`config.mk`:
```
export PLATFORM = sky130hd
export DESIGN_NAME = fp_cvt_lanes
export DESIGN_NICKNAME = d
export VERILOG_FILES = /design/src/rtl/fp_cvt_lanes_pkg.sv /design/src/rtl/fp_cvt_lanes_lane.sv /design/src/rtl/fp_cvt_lanes.sv
export SDC_FILE = /design/constraint.sdc
export NUM_CORES = 1
export LEC_CHECK = 0
export CORE_ASPECT_RATIO = 0.9
export CORE_MARGIN = 2
export CORE_UTILIZATION = 30
export CTS_CLUSTER_SIZE = 14
export DETAILED_ROUTE_END_ITERATION = 7
export PLACE_DENSITY = 0.52
export RECOVER_POWER = 25
export SYNTH_ARGS = -nofsm -noshare
export SYNTH_HDL_FRONTEND = slang
export SYNTH_SLANG_ARGS = --single-unit
```
`constraint.sdc`:
```
create_clock -name clk -period 2.35 [get_ports clk]
set_clock_uncertainty 0.05 [all_clocks]
set_input_delay 0.705 -clock clk [delete_from_list [all_inputs] [get_ports clk]]
set_output_delay 0.705 -clock clk [all_outputs]
set_load 0.01 [all_outputs]
```
`src/rtl/fp_cvt_lanes_pkg.sv`:
```
// Shared types and constants for the BF16/FP32 lane converter.
package fp_cvt_pkg;

  // IEEE exception flags, packed MSB-first as {nv, of, uf, nx}.
  typedef struct packed {
    logic nv;
    logic of;
    logic uf;
    logic nx;
  } fp_flags_t;

  typedef enum logic {
    CVT_BF2F = 1'b0,
    CVT_F2BF = 1'b1
  } cvt_mode_e;

  typedef enum logic {
    RM_RNE = 1'b0,
    RM_RTZ = 1'b1
  } rm_e;

  localparam logic [31:0] QNAN_FP32 = 32'h7FC00000;
  localparam logic [15:0] QNAN_BF16 = 16'h7FC0;

endpackage

```
`src/rtl/fp_cvt_lanes_lane.sv`:
```
// Single-lane combinational BF16<->FP32 converter with IEEE flags.
module fp_cvt_lane
  import fp_cvt_pkg::*;
#(
  parameter bit FTZ = 1'b0
) (
  input  logic        mode,
  input  logic        rm,
  input  logic [31:0] x,
  output logic [31:0] y,
  output logic [3:0]  flags
);

  fp_flags_t   f;
  logic [7:0]  b_exp;
  logic [6:0]  b_man;
  logic [7:0]  f_exp;
  logic [22:0] f_man;
  logic [15:0] keep;
  logic        g;
  logic        st;
  logic        inc;
  logic [14:0] rnd;

  assign b_exp = x[14:7];
  assign b_man = x[6:0];
  assign f_exp = x[30:23];
  assign f_man = x[22:0];
  assign keep  = x[31:16];
  assign g     = x[15];
  assign st    = |x[14:0];
  // Round-to-nearest-even increments on guard when sticky or the kept LSB is set.
  assign inc   = (rm == RM_RNE) & g & (st | keep[0]);
  // Magnitude add; a mantissa carry ripples into the exponent field by itself.
  assign rnd   = keep[14:0] + {14'b0, inc};

  assign flags = f;

  // Select the converted value and flags for the requested direction.
  always_comb begin
    y = '0;
    f = '0;
    if (mode == CVT_BF2F) begin
      if (b_exp == 8'hFF && b_man != 7'd0) begin
        y    = QNAN_FP32;
        f.nv = ~b_man[6];
      end else if (FTZ && b_exp == 8'h00 && b_man != 7'd0) begin
        y    = {x[15], 31'b0};
        f.uf = 1'b1;
      end else begin
        y = {x[15:0], 16'h0000};
      end
    end else begin
      if (f_exp == 8'hFF && f_man != 23'd0) begin
        y    = {16'h0000, QNAN_BF16};
        f.nv = ~f_man[22];
      end else if (f_exp == 8'hFF) begin
        y = {16'h0000, keep};
      end else if (FTZ && f_exp == 8'h00 && f_man != 23'd0) begin
        y    = {16'h0000, x[31], 15'b0};
        f.uf = 1'b1;
      end else begin
        f.nx = g | st;
        if (rnd[14:7] == 8'hFF) begin
          // Finite input rounded past the largest normal.
          f.of = 1'b1;
          y    = {16'h0000, x[31], (rm == RM_RTZ) ? 15'h7F7F : 15'h7F80};
        end else begin
          f.uf = (rnd[14:7] == 8'h00) && (x[30:0] != 31'd0) && (g | st);
          y    = {16'h0000, x[31], rnd};
        end
      end
    end
  end

endmodule

```
`src/rtl/fp_cvt_lanes.sv`:
```
// Multi-lane pipelined BF16/FP32 converter: S1 holds converted results,
// S2 is the output register, fpcsr accumulates sticky flags.
//
// Handshake: a beat transfers on a port when valid & ready are both high at
// the rising clock edge. valid never depends on ready; once out_valid is high
// out_data/out_flags hold until out_ready accepts them. in_ready is a
// combinational chain from out_ready so a full pipe still moves 1 beat/cycle.
module fp_cvt_lanes
  import fp_cvt_pkg::*;
#(
  parameter int LANES = 4,
  parameter bit FTZ   = 1'b0
) (
  input  logic                 clk,
  input  logic                 reset_n,
  input  logic                 in_valid,
  output logic                 in_ready,
  input  logic                 in_mode,
  input  logic                 in_rm,
  input  logic [LANES-1:0]     in_lane_en,
  input  logic [32*LANES-1:0]  in_data,
  output logic                 out_valid,
  input  logic                 out_ready,
  output logic [32*LANES-1:0]  out_data,
  output logic [3:0]           out_flags,
  output logic [3:0]           fpcsr,
  input  logic                 fpcsr_clr
);

  logic [LANES-1:0][31:0] lane_y;
  logic [LANES-1:0][3:0]  lane_f;
  logic [32*LANES-1:0]    cvt_data;
  logic [3:0]             beat_flags;

  logic                   s1_v;
  logic [32*LANES-1:0]    s1_data;
  logic [3:0]             s1_flags;
  logic                   s2_load;
  logic                   s1_load;

  for (genvar i = 0; i < LANES; i++) begin : g_lane
    fp_cvt_lane #(.FTZ(FTZ)) u_lane (
      .mode  (in_mode),
      .rm    (in_rm),
      .x     (in_data[32*i +: 32]),
      .y     (lane_y[i]),
      .flags (lane_f[i])
    );
  end

  // Mask disabled lanes to zero and OR the enabled lanes' flags.
  always_comb begin
    cvt_data   = '0;
    beat_flags = '0;
    for (int i = 0; i < LANES; i++) begin
      if (in_lane_en[i]) begin
        cvt_data[32*i +: 32] = lane_y[i];
        beat_flags           = beat_flags | lane_f[i];
      end
    end
  end

  assign s2_load  = !out_valid || out_ready;
  assign s1_load  = !s1_v || s2_load;
  assign in_ready = s1_load;

  // S1: capture the converted beat whenever the stage can advance.
  always_ff @(posedge clk or negedge reset_n) begin
    if (!reset_n) begin
      s1_v     <= 1'b0;
      s1_data  <= '0;
      s1_flags <= '0;
    end else if (s1_load) begin
      s1_v <= in_valid;
      if (in_valid) begin
        s1_data  <= cvt_data;
        s1_flags <= beat_flags;
      end
    end
  end

  // S2: output register, held while the consumer stalls.
  always_ff @(posedge clk or negedge reset_n) begin
    if (!reset_n) begin
      out_valid <= 1'b0;
      out_data  <= '0;
      out_flags <= '0;
    end else if (s2_load) begin
      out_valid <= s1_v;
      if (s1_v) begin
        out_data  <= s1_data;
        out_flags <= s1_flags;
      end
    end
  end

  // Sticky flags: a beat's flags survive a clear issued in the same cycle.
  always_ff @(posedge clk or negedge reset_n) begin
    if (!reset_n) begin
      fpcsr <= '0;
    end else if (s2_load && s1_v) begin
      fpcsr <= (fpcsr_clr ? 4'b0000 : fpcsr) | s1_flags;
    end else if (fpcsr_clr) begin
      fpcsr <= '0;
    end
  end

endmodule

```
==> key figures, run 1 <==
Timing
  • Final hold violations: 0
  • Pins Over Slew Limit: 0
  • Slew headroom: 0.4134
  • Period utilisation layout: 1.197
  • Fmax achieved: 355.5 MHz
  • Min cycle time layout: 2.813 ns
  • Endpoints failing setup: 30
  • Setup WS post-layout: -0.4632 ns
  • Least-Margin Pin Slew: 0.8798 ns
  • Unrepaired setup endpoints after global routing: true

Synth
  • Post-synthesis sequential area ratio: 0.5350
  • Post-synth top cells: 504 x nand2_1, 270 x dfrtp_1, 56 x clkbuf_1, 53 x nor2_1, 52 x a22o_1
  • Mapped cell area: 12,630 um^2
  • Synth Instances: 1,386
  • Synthesized Nets: 1,530
  • Top FF cell, synth: dfrtp_1
  • Cell variety after synth: 70
  • Post-synth ARST share: 1.000
  • Cell taking the most area after synthesis: dfrtp_1
  • Seq cells post-synth: 270
  • Top-count cell post-synth: nand2_1
  • Yosys warns: 0
  • Top post-synthesis cells by area: dfrtp_1 53%, nand2_1 15%, a22o_1 3.6%
  • Syn avg cell area: 9.112 um^2
  • Synth top area share: 0.5350
  • EDFF count, synth: 0

Critical path
  • CP Data Arrival Time: 3.21 ns
  • Register-to-Register Path Depth: 8
  • CP max stage delay: 0.30 ns
  • Worst r2r src: s1_v$_DFFE_PN0N_
  • End of the worst register-to-register path: s1_data[3]$_DFFE_PN0P_
  • Type of the worst setup path: input pin to register
  • Worst setup EP type: register
  • Reg-to-reg slack, setup: 0.21 ns
  • Worst path cell trace: buf_6 > nor4_4 > nand4_1 > nor2_2 > nor3b_2 > ha_2 > ha_4 > nand4_1 > nor3_2 > xnor2_2 > nor4_4 > o211a_4 > nor2b_4 > a211o_1
  • CP required: 2.74 ns
  • Crit-path max FO: 7
  • Startpoint types: input pin
  • Slowest cell on the critical path: nor4_4

Global routing
  • Total global-route track usage: 0.1986
  • Largest net degree at the start of global routing: 62
  • Initial antenna violation count: 1
  • First-pass GRT wire length: 68.52 mm
  • Vias in the first global route: 12,350
  • Gr ovfl total: 0

Floorplanning
  • DIE WIDTH: 220.3 um
  • I/O pins: 277
  • Die extent in y: 198.7 um
  • Initial Utilization: 0.3031
  • Die area: 43,760 um^2
  • Num rows: 71
  • Core Box Area: 41,660 um^2

Worst hold path
  • WHS Endpoint: s1_data[117]$_DFFE_PN0P_
  • Hold Crit Start: in_data[101]
  • HP Class: input pin to register
  • Hold Crit Depth: 2

Route
  • Vias: 11,990
  • Routed wire length per instance: 17.44 um
  • DRT iter0 DRCs: 707
  • Drt pass-1 iters: 5
  • Final ANT Viol Nets: 0
  • DRC: 0
  • Post-DR vias/cell: 4.776
  • Detailed Route WL: 43.77 mm

Pwr
  • VDD IR max: 0.4993 mV
  • Leak: 9.817 nW
  • PD cells: 643.2 nW/um^2
  • Total power: 12.94 mW

Place
  • Placement Cell Area: 18,270 um^2
  • Placed cells: 2,422
  • Detailed Place HPWL: 32.16 mm
  • Setup WS pre-CTS: -1.607 ns
  • RePlAce Congestion: 0.9008
  • Port buffer count: 276

Cells and area
  • Final core occ: 0.4828
  • Layout area overhead: 59.26%
  • Filler instances: 4,023
  • Total Nets Final: 2,084
  • ANT cells: 0
  • Layout Cells excl Fill: 2,510
  • Finished layout cell area: 20,110 um^2
  • Fraction of layout cells with a size suffix above 1: 0.2567

Outcome
  • Status: finished, violations left
  • Failing checks: negative setup slack

CTS
  • H-tree depth: 1
  • CTS root buffer: clkbuf_16
  • Sinks on Clock Net: 270
  • CTS tree: yes
  • Clock Path Buffers: 3
  • Clk_lat worst skew: 0.58 ns
  • CTS Buf Count: 30
  • Worst-path clk slew: 0.06 ns

Flow run
  • Max Cap Viol: 0
==> where the power goes <==
group	leakage [nW]	switching, mW	internal [mW]
sequential	3.62	0.264	5.10
combinational	5.68	1.26	1.31
clock	0.514	2.00	3.01
total	9.82	3.52	9.42
==> what timing repair did <==
action	CTS	global route
endpoints found under the setup margin	58	44
resized for setup	184	69
cloned	1	0
endpoints found under the hold margin	25	0
setup buffers	27	14
hold buffers	1	0
pin swaps	50	48
==> registers in the layout, indices dropped and copies added (netlist names) <==
name and cells:
out_data 128, s1_data 128, fpcsr 4, out_flags 4
s1_flags 4, out_valid 1, s1_v 1
==> placed cells by master (no fill, tap or decap), types with 9 or more instances in the layout <==
cell type        instances
nand2_1                498
a211oi_1                 9
dlymetal6s2s_1          19
nand3_1                 41
buf_4                  284
a21oi_1                 16
a21o_1                  16
dlygate4sd2_1           21
buf_6                   26
nand4_1                 30
dfrtp_1                270
nor3_1                  25
inv_1                   13
nor4_4                   9
clkdlybuf4s50_1        217
nor4_1                  14
a211o_1                 12
xor2_1                  11
clkbuf_1                 9
buf_12                  11
a31oi_1                 12
xnor2_1                 24
a22o_1                  52
nor2_2                   9
nor2_1                  40
clkbuf_16               30
o21ai_0                 29
==> stage by stage <==
stage / hold WS [ns] / setup TNS [ns]
2_1_floorplan: 0.3594 / -11.25
3_3_place_gp: 0.3966 / -76.30
6_report: 0.2955 / -6.069
5_1_grt: 0.2955 / -10.15
4_1_cts: 0.2629 / -4.191
3_5_place_dp: 0.3999 / -77.68
==> how the worst max path moves through the flow <==
stage / from / to / slack, ns
after global routing: in_data[104] / s1_flags[1]$_DFFE_PN0P_ / -0.61
final: in_data[110] / s1_data[97]$_DFFE_PN0P_ / -0.46
after floorplan: in_data[98] / s1_data[100]$_DFFE_PN0P_ / -0.79
after CTS: in_data[106] / s1_data[97]$_DFFE_PN0P_ / -0.41
after global placement: in_data[103] / s1_data[96]$_DFFE_PN0P_ / -1.52
after detailed placement: in_data[103] / s1_data[97]$_DFFE_PN0P_ / -1.61
==> layer usage <==
metal / part of all wire / global-route usage
met1: 0.48 / 0.2846
met2: 0.46 / 0.3201
met3: 0.038 / 0.02416
met4: 0.021 / 0.04524
met5: 0.00030 / 0
==> cells by family (layout without fill, tap and decap cells) <==
family	Yosys count	in the layout	synth area share
flops	270	270	0.5350
simple gates	772	773	0.2783
compound gates	205	205	0.1191
buf+inv	87	663	0.02972
mux	3	3	0.002477
xor+xnor	44	44	0.03051
fa+ha+maj	5	5	0.004953
==> cell type report <==
type | instances | area [um^2] | share of cell area
clock buffer | 42 | 865.8 | 0.04305
clock inverter | 13 | 188.9 | 0.009393
inverter | 14 | 52.55 | 0.002613
multi-input combinational | 1030 | 6172 | 0.3069
sequential | 270 | 6756 | 0.3359
tap | 547 | 684.4 | 0.03403
timing repair buffer | 594 | 5394 | 0.2682
==> worst max-delay path, delay by kind of cell <==
family / cells / cell delay (ns)
adders and majority gates: 2 / 0.38
and+or+nand+nor: 8 / 1.33
AOI/OAI and AO/OA: 2 / 0.52
xor gates and xnor gates: 1 / 0.16
buffers and inverters: 1 / 0.10
(Power assumes the default switching activity.)
==> run 2, diff against run 1 <==
- CORE_UTILIZATION: 30 -> 46
- PLACE_DENSITY: 0.52 -> 0.74
- clock period: 2.35 -> 2.7 ns (I/O delays scaled with it)
==> run 2 against run 1 <==
Effect of this change:
- the flow finishes with violations (max-capacitance violations, max-slew violations, negative setup slack)
- first-iteration DRC count rose by 33%
- global-route usage rose by 7.3 points
- hold slack improved by 0.12 ns
- total power fell by 15%
- routed wire length fell by 9.1%
- clock power fell by 16%
- sequential cell count did not move
- sequential power fell by 13%
- largest power group unchanged
- die area fell by 34%
- sequential share of layout area rose by 1.7 points
- critical path depth did not move
- register-to-register slack improved by 0.40 ns
==> key figures, run 2 (synthesis gave the netlist of run 1 again) <==
Route
  • Drt pass-1 iters: 5
  • Final ANT Viol Nets: 0
  • DR top layer: met4
  • DRT iter0 DRCs: 937
  • WL met3: 2.064 mm
  • Vias: 12,310
  • Post-DR vias/cell: 5.407
  • Routed wire length per instance: 17.49 um
  • Detailed Route WL: 39.80 mm
  • Wl on met1: 18.06 mm
  • DRC: 0
  • Met2 routed WL: 18.83 mm

CTS
  • H-tree depth: 1
  • CTS root buffer: clkbuf_16
  • CTS tree: yes
  • Clock Path Buffers: 3
  • Worst-path clk slew: 0.06 ns
  • CTS Buf Count: 30
  • Sinks on Clock Net: 270
  • Clk_lat worst skew: 0.57 ns

Place
  • Detailed Place HPWL: 28.69 mm
  • Port buffer count: 276
  • RePlAce Congestion: 0.9136

Critical path
  • Startpoint types: input pin
  • Crit path depth: 14
  • CP max stage delay: 0.34 ns
  • Crit path max-delay family: simple AND/OR/NAND/NOR gates
  • Worst path cell trace: buf_8 > nor4_4 > nand4_1 > nor2_2 > nor3b_2 > ha_2 > ha_4 > nand4_1 > nor3_2 > xnor2_2 > nor4_2 > o211a_4 > nor2b_4 > a211o_1
  • Slowest cell on the critical path: nor4_2
  • CP required: 3.09 ns
  • Register-to-Register Path Depth: 8
  • Crit-path max FO: 8
  • Type of the worst setup path: input pin to register
  • Cell mode on critical path: nand4_1
  • Worst path bufs/invs: 1
  • CP Data Arrival Time: 3.37 ns
  • Worst setup EP type: register

Timing
  • Fmax achieved: 336.1 MHz
  • Slew headroom: -0.3338
  • Setup WS post-layout: -0.2751 ns
  • Final hold violations: 0
  • Setup TNS: -2.536 ns
  • Period utilisation layout: 1.102
  • Min cycle time layout: 2.975 ns
  • Least-Margin Pin Slew: 2.001 ns
  • Unrepaired setup endpoints after global routing: true
  • Endpoints failing setup: 10
  • Pins Over Slew Limit: 74
  • Worst Hold Slack: 0.4125 ns

Floorplanning
  • Die area: 28,800 um^2
  • Num rows: 57
  • Die extent in y: 161.2 um
  • I/O pins: 277
  • Core Box Area: 27,030 um^2
  • Initial Utilization: 0.4672
  • DIE WIDTH: 178.7 um

Worst hold path
  • Hold Crit Depth: 2
  • HP Class: register to register

Cells and area
  • Layout area overhead: 51.77%
  • Most frequent cells in the layout: 500 x nand2_1, 270 x dfrtp_1, 264 x buf_4, 245 x clkdlybuf4s50_1, 52 x a22o_1
  • Total Nets Final: 2,042
  • Fraction of layout cells with a size suffix above 1: 0.2201
  • Top Registers: out_data: 128 flops, s1_data: 128 flops
  • Most common cell after layout, fill and taps aside: nand2_1
  • ANT cells: 0

Flow run
  • Max Cap Viol: 1

Global routing
  • Gr ovfl total: 0
  • First-pass GRT wire length: 62.87 mm
  • Total global-route track usage: 0.2718
  • Largest net degree at the start of global routing: 76
  • Vias in the first global route: 12,280
  • Initial antenna violation count: 0

Pwr
  • VDD IR max: 0.4134 mV
  • PD cells: 575.2 nW/um^2
  • Leak: 9.360 nW

Outcome
  • Failing checks: max-capacitance violations, max-slew violations, negative setup slack
  • Status: finished, violations left
## run 2: changes by cell type in the layout (fill, tap and decap cells not counted), moves of 8 or more
cell	before	now
dlygate4sd2_1	21	6
buf_6	26	13
o21ai_0	29	38
clkdlybuf4s50_1	217	245
dlymetal6s2s_1	19	8
buf_4	284	264
nor2_1	40	48
## run 2: metal layers
metal,up-vias,global-route usage
met5,-,0
met4,0,0.06467
met3,61,0.03390
met2,399,0.4466
met1,6032,0.3860
li1,5815,-
## run 2: area by class of cell
type | count | area (um^2)
clock buffers | 40 | 838.3
clock inverters | 16 | 186.4
fillers | 2074 | 7861
inverters | 14 | 52.55
multi-input cells | 1029 | 5919
flip-flops and latches | 270 | 6756
well taps | 354 | 442.9
repair buffers | 553 | 4972
## run 2: final timing paths
check / to / slack, ns / startpoint
worst max-delay path: s1_data[97]$_DFFE_PN0P_ / -0.28 / in_data[102]
worst min-delay path: out_data[65]$_DFFE_PN0P_ / 0.41 / s1_data[65]$_DFFE_PN0P_
worst max register to register: s1_data[84]$_DFFE_PN0P_ / 0.61 / s1_v$_DFFE_PN0N_
worst min register to register: out_data[65]$_DFFE_PN0P_ / 0.41 / s1_data[65]$_DFFE_PN0P_
max in group asynchronous: s1_data[80]$_DFFE_PN0P_ / 0.28 / reset_n
min in group asynchronous: out_data[109]$_DFFE_PN0P_ / 0.76 / reset_n
## run 2: worst reg2reg max path, stage by stage, from the launching register on
cell      delay, ns
dfrtp_1        0.43
nand3b_1       0.15
buf_4          0.14
and2_1         0.19
buf_4          0.19
buf_4          0.17
nand2_1        0.06
nor2_1         0.42
a22o_1         0.22
## run 2: stage by stage
stage	utilization	area (um^2)	cells	setup WS, ns	total power, mW
after detailed placement	0.6547	17700	2198	-1.373	6.853
after CTS	0.7027	18990	2270	-0.2479	11.08
after global placement	0.6547	17700	2198	-1.258	6.806
final	0.7092	19170	2276	-0.2751	11.03
after global routing	0.7092	19170	2276	-0.3920	11.46
after floorplan	-	12750	1386	-0.5478	5.472
## run 2: power breakdown
| group | switching [mW] | total (mW) | internal [mW] |
|---|---|---|---|
| sequential | 0.239 | 4.68 | 4.44 |
| clock | 1.72 | 4.20 | 2.48 |
| combinational | 1.05 | 2.15 | 1.09 |
| total | 3.01 | 11.0 | 8.02 |
## run 2: timing repair
action                     4_1_cts  5_1_grt
pin swaps                       36       30
setup endpoints to repair       44       35
resized for setup              125       39
setup buffers                   19        9
hold buffers                     0        0
